<file path="config.mk">
export PLATFORM = sky130hd
export DESIGN_NAME = cube_cmd_decoder_flat
export DESIGN_NICKNAME = d
export VERILOG_FILES = /design/src/rtl/cube_cmd_pkg.sv /design/src/rtl/cube_cmd_decoder_if.sv /design/src/rtl/cmd_fifo.sv /design/src/rtl/cube_cmd_decoder.sv /design/src/flat_wrapper.sv
export SDC_FILE = /design/constraint.sdc
export NUM_CORES = 1
export LEC_CHECK = 0
export CORE_ASPECT_RATIO = 0.7
export CORE_UTILIZATION = 55
export CTS_CLUSTER_DIAMETER = 60
export DETAILED_ROUTE_END_ITERATION = 12
export DONT_BUFFER_PORTS = 1
export GPL_TIMING_DRIVEN = 0
export PLACE_DENSITY = 0.78
export SLEW_MARGIN = 20
export SYNTH_ARGS = -nofsm -noshare
export SYNTH_HDL_FRONTEND = slang
export SYNTH_SLANG_ARGS = --single-unit
</file>
<file path="constraint.sdc">
create_clock -name clk -period 3.1 [get_ports clk]
set_input_delay 0.155 -clock clk [delete_from_list [all_inputs] [get_ports clk]]
set_output_delay 0.155 -clock clk [all_outputs]
set_load 0.1 [all_outputs]
</file>
<file path="src/rtl/cube_cmd_pkg.sv">
// Shared constants, decode table and FSM encoding
// for the Bluetooth cube command decoder.
package cube_cmd_pkg;

    typedef logic [3:0] cmd_t;

    localparam logic [2:0] FACE_U = 3'd0;
    localparam logic [2:0] FACE_D = 3'd1;
    localparam logic [2:0] FACE_L = 3'd2;
    localparam logic [2:0] FACE_R = 3'd3;
    localparam logic [2:0] FACE_F = 3'd4;
    localparam logic [2:0] FACE_B = 3'd5;

    localparam cmd_t CMD_RESET = 4'b0111;

    localparam logic [7:0] ASC_U  = 8'h55;
    localparam logic [7:0] ASC_D  = 8'h44;
    localparam logic [7:0] ASC_L  = 8'h4C;
    localparam logic [7:0] ASC_R  = 8'h52;
    localparam logic [7:0] ASC_F  = 8'h46;
    localparam logic [7:0] ASC_B  = 8'h42;
    localparam logic [7:0] ASC_X  = 8'h58;
    localparam logic [7:0] ASC_2  = 8'h32;
    localparam logic [7:0] ASC_CR = 8'h0D;
    localparam logic [7:0] ASC_LF = 8'h0A;
    localparam logic [7:0] ASC_SP = 8'h20;
    localparam logic [7:0] ASC_LC = 8'h20;

    localparam logic [1:0] ST_IDLE   = 2'd0;
    localparam logic [1:0] ST_WAIT   = 2'd1;
    localparam logic [1:0] ST_DECODE = 2'd2;
    localparam logic [1:0] ST_PUSH   = 2'd3;

    typedef enum logic [2:0] {
        DK_MOVE,
        DK_RESET,
        DK_SKIP,
        DK_HALF,
        DK_BAD
    } dec_kind_e;

    typedef struct packed {
        dec_kind_e kind;
        cmd_t      cmd;
    } dec_t;

    function automatic dec_t decode_byte(input logic [7:0] b);
        dec_t       d;
        logic       ccw;
        logic [7:0] up;
        ccw    = (b >= 8'h61) && (b <= 8'h7A);
        up     = ccw ? b - ASC_LC : b;
        d.kind = DK_BAD;
        d.cmd  = '0;
        case (up)
            ASC_U:  d = '{DK_MOVE, {ccw, FACE_U}};
            ASC_D:  d = '{DK_MOVE, {ccw, FACE_D}};
            ASC_L:  d = '{DK_MOVE, {ccw, FACE_L}};
            ASC_R:  d = '{DK_MOVE, {ccw, FACE_R}};
            ASC_F:  d = '{DK_MOVE, {ccw, FACE_F}};
            ASC_B:  d = '{DK_MOVE, {ccw, FACE_B}};
            ASC_X:  d = '{DK_RESET, CMD_RESET};
            ASC_2:  d.kind = DK_HALF;
            ASC_CR,
            ASC_LF,
            ASC_SP: d.kind = DK_SKIP;
            default: ;
        endcase
        return d;
    endfunction

endpackage

</file>
<file path="src/rtl/cube_cmd_decoder_if.sv">
// Command handshake from the decoder FIFO
// to the cube state engine.
interface cube_cmd_decoder_if;
    import cube_cmd_pkg::*;

    cmd_t cmd;
    logic cmd_valid;
    logic cmd_ready;

    modport master (
        output cmd,
        output cmd_valid,
        input  cmd_ready
    );

    modport slave (
        input  cmd,
        input  cmd_valid,
        output cmd_ready
    );

endinterface

</file>
<file path="src/rtl/cmd_fifo.sv">
// Synchronous FIFO with wrap-bit pointers; a pop
// frees a slot for a push in the same cycle.
module cmd_fifo #(
    parameter int DEPTH = 8,
    parameter int WIDTH = 4
) (
    input  logic             clk,
    input  logic             rst,
    input  logic             push,
    input  logic [WIDTH-1:0] din,
    input  logic             pop,
    output logic [WIDTH-1:0] dout,
    output logic             full,
    output logic             empty
);

    localparam int AW = $clog2(DEPTH);
    localparam int PW = AW + 1;

    logic [WIDTH-1:0] mem_q [DEPTH];
    logic [PW-1:0]    wr_q, wr_d;
    logic [PW-1:0]    rd_q, rd_d;
    logic             do_push;
    logic             do_pop;

    always_comb begin
        empty   = (wr_q == rd_q);
        full    = (wr_q[AW] != rd_q[AW]) &&
                  (wr_q[AW-1:0] == rd_q[AW-1:0]);
        do_pop  = pop && !empty;
        do_push = push && (!full || do_pop);
        wr_d    = wr_q + PW'(do_push);
        rd_d    = rd_q + PW'(do_pop);
        dout    = mem_q[rd_q[AW-1:0]];
    end

    always_ff @(posedge clk or negedge rst) begin
        if (!rst) begin
            wr_q <= '0;
            rd_q <= '0;
        end else begin
            wr_q <= wr_d;
            rd_q <= rd_d;
        end
    end

    always_ff @(posedge clk) begin
        if (do_push) begin
            mem_q[wr_q[AW-1:0]] <= din;
        end
    end

endmodule

</file>
<file path="src/rtl/cube_cmd_decoder.sv">
// UART byte capture, ASCII move decode and command FIFO.
// Define DOUBLE_MOVE_EN to make '2' repeat the last move.
module cube_cmd_decoder
    import cube_cmd_pkg::*;
#(
    parameter int CAPTURE_DLY = 6000,
    parameter int FIFO_DEPTH  = 8,
    parameter int DLY_W       = 13
) (
    input  logic               clk,
    input  logic               rst,
    input  logic [7:0]         rx_byte,
    input  logic               rx_strobe,
    cube_cmd_decoder_if.master cmd_if,
    output logic               overflow,
    output logic               bad_byte
);

    localparam logic [DLY_W-1:0] CNT_LAST = DLY_W'(CAPTURE_DLY - 1);

    logic [2:0]       sync_q, sync_d;
    logic [1:0]       state_q, state_d;
    logic [DLY_W-1:0] cnt_q, cnt_d;
    logic [7:0]       byte_q, byte_d;
    cmd_t             cmd_q, cmd_d;
    logic             ovf_q, ovf_d;
`ifdef DOUBLE_MOVE_EN
    cmd_t             last_q, last_d;
    logic             last_vld_q, last_vld_d;
`endif

    logic fall;
    logic push;
    logic pop;
    logic bad;
    logic full;
    logic empty;
    cmd_t head;
    dec_t dec;

    assign pop = cmd_if.cmd_valid && cmd_if.cmd_ready;

    cmd_fifo #(
        .DEPTH (FIFO_DEPTH),
        .WIDTH (4)
    ) u_fifo (
        .clk   (clk),
        .rst   (rst),
        .push  (push),
        .din   (cmd_q),
        .pop   (pop),
        .dout  (head),
        .full  (full),
        .empty (empty)
    );

    always_comb begin
        sync_d  = {sync_q[1:0], rx_strobe};
        fall    = sync_q[2] && !sync_q[1];
        dec     = decode_byte(byte_q);
        state_d = state_q;
        cnt_d   = cnt_q;
        byte_d  = byte_q;
        cmd_d   = cmd_q;
        push    = 1'b0;
        bad     = 1'b0;
`ifdef DOUBLE_MOVE_EN
        last_d     = last_q;
        last_vld_d = last_vld_q;
`endif
        case (state_q)
            ST_IDLE: begin
                if (fall) begin
                    cnt_d   = '0;
                    state_d = ST_WAIT;
                end
            end
            ST_WAIT: begin
                cnt_d = cnt_q + DLY_W'(1);
                if (cnt_q == CNT_LAST) begin
                    byte_d  = rx_byte;
                    state_d = ST_DECODE;
                end
            end
            ST_DECODE: begin
                state_d = ST_IDLE;
                unique case (1'b1)
                    dec.kind == DK_MOVE,
                    dec.kind == DK_RESET: begin
                        cmd_d   = dec.cmd;
                        state_d = ST_PUSH;
                    end
`ifdef DOUBLE_MOVE_EN
                    dec.kind == DK_HALF && last_vld_q: begin
                        cmd_d   = last_q;
                        state_d = ST_PUSH;
                    end
`endif
                    dec.kind == DK_SKIP: ;
                    default: bad = 1'b1;
                endcase
            end
            default: begin
                push    = 1'b1;
                state_d = ST_IDLE;
`ifdef DOUBLE_MOVE_EN
                // a dropped push still defines what '2' repeats
                if (cmd_q == CMD_RESET) begin
                    last_vld_d = 1'b0;
                end else begin
                    last_d     = cmd_q;
                    last_vld_d = 1'b1;
                end
`endif
            end
        endcase
        ovf_d = ovf_q || (push && full && !pop);
    end

    always_ff @(posedge clk or negedge rst) begin
        if (!rst) begin
            sync_q  <= '0;
            state_q <= ST_IDLE;
            cnt_q   <= '0;
            byte_q  <= '0;
            cmd_q   <= '0;
            ovf_q   <= 1'b0;
`ifdef DOUBLE_MOVE_EN
            last_q     <= '0;
            last_vld_q <= 1'b0;
`endif
        end else begin
            sync_q  <= sync_d;
            state_q <= state_d;
            cnt_q   <= cnt_d;
            byte_q  <= byte_d;
            cmd_q   <= cmd_d;
            ovf_q   <= ovf_d;
`ifdef DOUBLE_MOVE_EN
            last_q     <= last_d;
            last_vld_q <= last_vld_d;
`endif
        end
    end

    assign cmd_if.cmd       = empty ? '0 : head;
    assign cmd_if.cmd_valid = !empty;
    assign overflow         = ovf_q;
    assign bad_byte         = bad;

endmodule

</file>
<file path="src/flat_wrapper.sv">
// flat-port wrapper written by rule: the top's interface ports become plain ports
module cube_cmd_decoder_flat import cube_cmd_pkg::*;
#(
    parameter int CAPTURE_DLY = 6000,
    parameter int FIFO_DEPTH  = 8,
    parameter int DLY_W       = 13
)
  (clk, rst, rx_byte, rx_strobe, overflow, bad_byte, cmd_if_cmd, cmd_if_cmd_valid, cmd_if_cmd_ready);
  cube_cmd_decoder_if cmd_if_i ();
  input  logic clk;
  input  logic rst;
  input  logic [7:0] rx_byte;
  input  logic rx_strobe;
  output logic overflow;
  output logic bad_byte;
  output wire logic [$bits(cmd_if_i.cmd)-1:0] cmd_if_cmd;
  output wire logic [$bits(cmd_if_i.cmd_valid)-1:0] cmd_if_cmd_valid;
  input wire logic [$bits(cmd_if_i.cmd_ready)-1:0] cmd_if_cmd_ready;
  assign cmd_if_cmd = cmd_if_i.cmd;
  assign cmd_if_cmd_valid = cmd_if_i.cmd_valid;
  assign cmd_if_i.cmd_ready = cmd_if_cmd_ready;
  cube_cmd_decoder #(.CAPTURE_DLY(CAPTURE_DLY), .FIFO_DEPTH(FIFO_DEPTH), .DLY_W(DLY_W)) u_core (.clk(clk), .rst(rst), .rx_byte(rx_byte), .rx_strobe(rx_strobe), .cmd_if(cmd_if_i), .overflow(overflow), .bad_byte(bad_byte));
endmodule
</file>
Word-level counts from Yosys, hierarchy flattened
Memories as Yosys holds them, arrays and structs flattened.
Index checks and enable logic that the tools add are counted.
{"block": "totals", "latch_bits": 0, "input_bits": 12, "rom_bits": 0, "mem_bits_rw": 32, "regBits": 39, "n_memories": 1, "output_inout_bits": 7}
{"block": "op_classes", "n_mux": 15, "mul": 0, "bitwise_logic": 0, "n_shift": 0, "eq_ne": 21, "n_reduce_logical": 26, "addsub": 4, "order_cmp": 2, "div_mod_pow": 0}
{"name": "u_core.u_fifo.mem_q", "depth": 8, "word_bits": 4, "rd": 1, "rd_ports_with_merged_regs": 0, "wr": 1, "line": "cmd_fifo.sv:20", "source": "logic [WIDTH-1:0] mem_q [DEPTH];"}
{"cell": "equality test 8 x 7 -> 1 bit (second input constant)", "n": 7}
{"cell": "case mux 4 bit (7 select lines)", "n": 1}
{"cell": "case mux 13 bit (2 select lines)", "n": 1}
{"cell": "equality test 8 x 4 -> 1 bit (second input constant)", "n": 2}
{"cell": "equality test 8 x 6 -> 1 bit (second input constant)", "n": 2}
{"cell": "adder 13 x 1 -> 13 bit (second input constant)", "n": 1}
{"cell": "equality test 13 bit (second input constant)", "n": 1}
{"cell": "two-way mux 13 bit", "n": 1}
{"cell": "case mux 3 bit (4 select lines)", "n": 1}
{"cell": "OR reduction 3 bit", "n": 3}
{"cell": "adder 4 x 1 -> 4 bit", "n": 2}
{"cell": "greater-or-equal comparator 8 x 7 -> 1 bit (second input constant)", "n": 1}
{"cell": "less-or-equal comparator 8 x 7 -> 1 bit (second input constant)", "n": 1}
{"cell": "logical AND 1 bit", "n": 8}
{"cell": "two-way mux 8 bit", "n": 1}
{"cell": "AND reduction 2 bit", "n": 4}
{"cell": "subtractor 8 x 6 -> 8 bit (second input constant)", "n": 1}
{"cell": "two-way mux 2 bit", "n": 3}
{"cell": "case mux 2 bit (3 select lines)", "n": 1}
{"cell": "OR reduction 6 bit", "n": 1}
{"cell": "two-way mux 1 bit", "n": 5}
{"cell": "equality test 4 bit", "n": 1}
{"cell": "logical NOT 1 bit", "n": 4}
{"cell": "two-way mux 4 bit", "n": 1}
{"cell": "12 further kinds", "n": 14}

Logic depth before layout (Yosys ltp)
{"block": "logic_depth", "depth_word": 10, "mapped_depth": 8, "mapped_depth_nobuf": 7}

Cells and area by module
A second synthesis with hierarchy kept.
{"block": "hier_totals", "hier_cells": 265, "hier_area_um2": 3359.5}
{"module": "cmd_fifo", "seq_area_each_um2": 1161.1, "instances": 1, "cells_each": 96, "area_per_inst_um2": 1700.4}
{"module": "cube_cmd_decoder", "seq_area_each_um2": 775.7, "instances": 1, "cells_each": 169, "area_per_inst_um2": 1659.1}

Worst setup path before layout
OpenSTA, ideal clock, no wires.
{"block": "synth_timing", "path_type": "register -> output", "startpoint": "reg u_core.byte_q[4]", "endpoint": "out bad_byte", "stages_incl_launch_ff": 7, "path_buffers": 1, "path_slack_ps": 69, "arrival_time_ps": 2876, "t_required_ps": 2945, "cell_sequence": "dfrtp_1 -> buf_6 -> or4_4 -> o21ai_4 -> or4_2 -> a21oi_1 -> a21oi_1"}
{"block": "synth_between", "elab_chain_cells": 10, "word_cells_on_any_way": 25}
{"element": "start: declaration", "line": "cube_cmd_decoder.sv:24", "source": "logic [7:0] byte_q, byte_d;"}
{"element": "start signal: assignment", "line": "cube_cmd_decoder.sv:136", "source": "byte_q <= byte_d;"}
{"element": "greater-or-equal comparator 8 x 7 -> 1 bit or less-or-equal comparator 8 x 7 -> 1 bit (tied branches)", "line": "cube_cmd_pkg.sv:51", "source": "ccw = (b >= 8'h61) && (b <= 8'h7A);"}
{"element": "logical AND 1 bit", "line": "cube_cmd_pkg.sv:51"}
{"element": "two-way mux 8 bit (*)", "line": "cube_cmd_pkg.sv:52", "source": "up = ccw ? b - ASC_LC : b;"}
{"element": "equality test 8 x 7 -> 1 bit (tied with other cells)", "line": "cube_cmd_pkg.sv:55", "source": "case (up)"}
{"element": "OR reduction 6 bit (no line) or OR reduction 3 bit (tied branches)"}
{"element": "case mux 3 bit (4 select lines) (*)", "line": "cube_cmd_pkg.sv:55"}
{"element": "equality test 3 x 2 -> 1 bit (tied with other cells)", "line": "cube_cmd_decoder.sv:99", "source": "dec.kind == DK_SKIP: ;"}
{"element": "OR reduction 3 bit (no line) (*)"}
{"element": "two-way mux 1 bit (*)", "line": "cube_cmd_decoder.sv:87", "source": "unique case (1'b1)"}
{"element": "two-way mux 1 bit (*)", "line": "cube_cmd_decoder.sv:71", "source": "case (state_q)"}
{"element": "end: declaration", "line": "flat_wrapper.sv:15", "source": "output logic bad_byte;"}
Every way passes the cells marked *; elsewhere a longest branch is shown, timed or not.

Worst setup path after layout
Ends and elaborated chain as after synthesis.

==> impl_results.md <==
- GRT Total Usage: between 20% and 30%
- Sum Neg Setup Slack: 0 ns
- Layout cell share with drive strength beyond 1: 18.5%
- Hold Path Class: input pin to flop
- Clock tree sinks: 71
- Vias in the first global route: 2083
- Via count: 2137
- Worst reg-to-reg path cell count: 6
- Asr flop ratio synth: about 55%
- Max Transition Viols Final: 0
- Yosys reg bits: 71
- WL/cell: between 15 and 20 um
- HPWL after detailed placement: 4180 um
- Startpoint Class: flop
- Max-cap viol count: 0
- Root Driver: clkbuf_8
- Status: completed
- Post-synthesis simple-gate area fraction: 13.4%
- Biggest cell delay along the critical path: around 0.60 ns
- Worst Path Class, Setup: flop to output pin
- Final Setup Violations: 0
- Dominant synthesized flop cell: dfrtp_1
- Syn-to-layout area delta: 12.0%
- Clk_skew: 0.00737 ns
- Iteration-0 DRC count of the detailed router: ~190
- RSZ-0062 raised after global routing: no
- H-tree depth: 3
- Number of antenna diodes: 0
- CTS tree: yes
- Post-Syn Nets: 283
- Hold WS: about 0.086 ns
- Commonest non-fill, non-tap cell in the layout: dfrtp_1
- Post-synthesis mux area share: 10.8%
- Hold path cells: 2
- Post-synthesis cell count: 265
- Top cells by area, synth: dfrtp_1, edfxtp_1, mux4_2
- Vias/cell: between 5 and 6
- DRT Pass-1 Iters: 4
- Most frequent cells in the layout: dfrtp_1, edfxtp_1, o21ai_0
- GR Overflow Total: 0
- Post_cts resized: 0
- Slowest CP cell: a21oi_4
- WP buf/inv: 1
- Crit-path cells: buf_6 > or4_4 > o21ai_4 > or4_2 > a21oi_1 > a21oi_4
- Largest family of logic cells by synthesized area: simple AND/OR/NAND/NOR gates
- DRT antenna net count: 0
- CTS Buffer Depth: 2
- Crit-path max FO: 10
- Final Hold Viols: 0
- Synth top area share: 29.2%
- Pwr Density: 563 nW/um2
- Starting Density: between 50% and 60%
- Die ar.: 6400 um2
- CP endpoint kind: output pin
- Tcrit/Tclk final: ~84%
- Worst-Skew Late Latency: 0.34 ns
- Initial antenna violation count: 0
- Total core area: 5780 um2
- Clock Pin Slew Worst Setup and Hold Paths: roughly 0.070 ns
- Tmin final: about 2.6 ns
- Compound-Gate Fraction of Synth Area: 10.5%
- Syn avg cell area: 12.6 um2
- Max transition margin: 28.5%
- Sequential area share after synthesis: 57.9%
- TritonCTS Buffers: 9
- I/O Pins: 19
- DRT Wirelength: 6140 um
- VDD IR max: about 0.3 mV
- F_max: approximately 380 MHz
- Synth unique cells: 54
- Largest net degree at the start of global routing: 40
- Detailed-route DRC error count: 0
- EDFF count, synth: 32
- LEAKAGE: 1.52 nW
- Chip height: roughly 67 um
- Port buffer count: 0
- Crit path depth: 6
- CP delay by family, top: compound AO/OA/AOI/OAI gates
- Rows: 23
- Chip width: 95.2 um
- Largest area contributor in the netlist: dfrtp_1
- Gpl congestion: 0.885
- Critical Path AT: 2.46 ns
- Mapped Area: 3340 um2
- Worst-margin pin slew: between 1 and 1.5 ns
- Post CTS Setup Buffer Count: 0
- Adder-cell share of the synthesized area: approximately 2.2%
- Post-synthesis xor/xnor area fraction: 2.36%
- Worst Path Required: about 3 ns
- Fill cell count: 424
- Layout Nets: 305
- Synth warnings: 0
- Global-route wire length before repair: 10100 um
metal layers:
layer  vias up  routed length, um  share of wire [%]  global-route usage (%)
li1       1034                  -                  -                       -
met1      1047               2880                 47                    29.1
met2        52               2850                 46                    33.8
met3         4                357                5.8                    7.88
met4         0                 57               0.93                    7.95
met5         -                  0                  0                       0
sequential cells by signal, summed over array words and instances, names as in the netlist:
| signal | flops |
|---|---|
| u_core.u_fifo.mem_q | 32 |
| u_core.cnt_q | 13 |
| u_core.byte_q | 8 |
| u_core.cmd_q | 4 |
| u_core.u_fifo.rd_q | 4 |
| u_core.u_fifo.wr_q | 4 |
| u_core.sync_q | 3 |
| u_core.state_q | 2 |
| u_core.overflow | 1 |
cells by family (layout without fill, tap and decap cells):
family                     count (synthesis)  in the layout
DFF                                       71             71
adders and majority gates                  6              6
xor gates and xnor gates                   9              9
muxes                                     24             24
and+or+nand+nor                           83             83
AOI/OAI and AO/OA                         51             51
buffers and inverters                     21             48
power by group:
group / switching, mW / total [mW] / internal [mW] / leakage, nW
Sequential: 0.0632 / 1.11 / 1.05 / 0.885
Clock: 0.336 / 0.627 / 0.290 / 0.0833
Combinational: 0.207 / 0.370 / 0.163 / 0.556
Total: 0.607 / 2.11 / 1.50 / 1.52
final timing paths:
path	end	slack, ns	from
min	u_core.u_fifo.rd_q[0]	0.09	cmd_if_cmd_ready
max	bad_byte	0.49	u_core.byte_q[4]
min in group asynchronous	u_core.sync_q[0]	0.26	rst
max reg2reg	u_core.u_fifo.mem_q[0][2]	0.76	u_core.u_fifo.rd_q[0]
max in group asynchronous	u_core.cmd_q[1]	2.66	rst
min reg2reg	u_core.sync_q[1]	0.35	u_core.sync_q[0]
worst register-to-register path, cell delays in order, from the launching register on:
cell,delay (ns)
dfrtp_1,0.35
buf_2,0.31
xnor2_1,0.12
nand3_1,0.12
o311a_1,0.23
nor2b_1,0.25
nor3b_1,0.59
final cells by class:
| cell class | instances | area [um2] | area share [%] |
|---|---|---|---|
| buffer | 16 | 73.8 | 1.97 |
| clock buffer | 11 | 131 | 3.51 |
| clock inverter | 5 | 35.0 | 0.936 |
| inverter | 5 | 18.8 | 0.501 |
| multi-input combinational | 173 | 1340 | 35.6 |
| sequential | 71 | 1940 | 51.7 |
| tap | 75 | 93.8 | 2.51 |
| timing repair buffer | 11 | 120 | 3.21 |
cell usage after synthesis (all sizes together), types with 4 or more instances:
cell	count
nand2b	4
mux2i	5
ha	6
a31oi	4
o21ai	20
buf	6
mux4	8
mux2	11
dfrtp	39
xnor2	6
nor2b	8
clkbuf	10
nor3	5
inv	5
a21oi	7
nand3	7
nor2	20
nor3b	5
edfxtp	32
nand2	17
and3	4
per-stage QoR:
step	instances	power, mW	worst slack (ns)	instance area (um2)	utilization, %
after CTS	367	2.14	0.439	3740	64.7
after floorplan	265	1.41	0.0687	3340	-
after global placement	340	1.46	-0.0412	3440	59.4
after detailed placement	340	1.49	0.724	3460	59.8
after global routing	367	2.22	0.306	3740	64.7
final	367	2.11	0.488	3740	64.7
timing repair:
action                     CTS  global route
hold buffers                11             0
hold endpoints to repair    48             0
setup endpoints to repair    0             0
(Power assumes the default switching activity.)
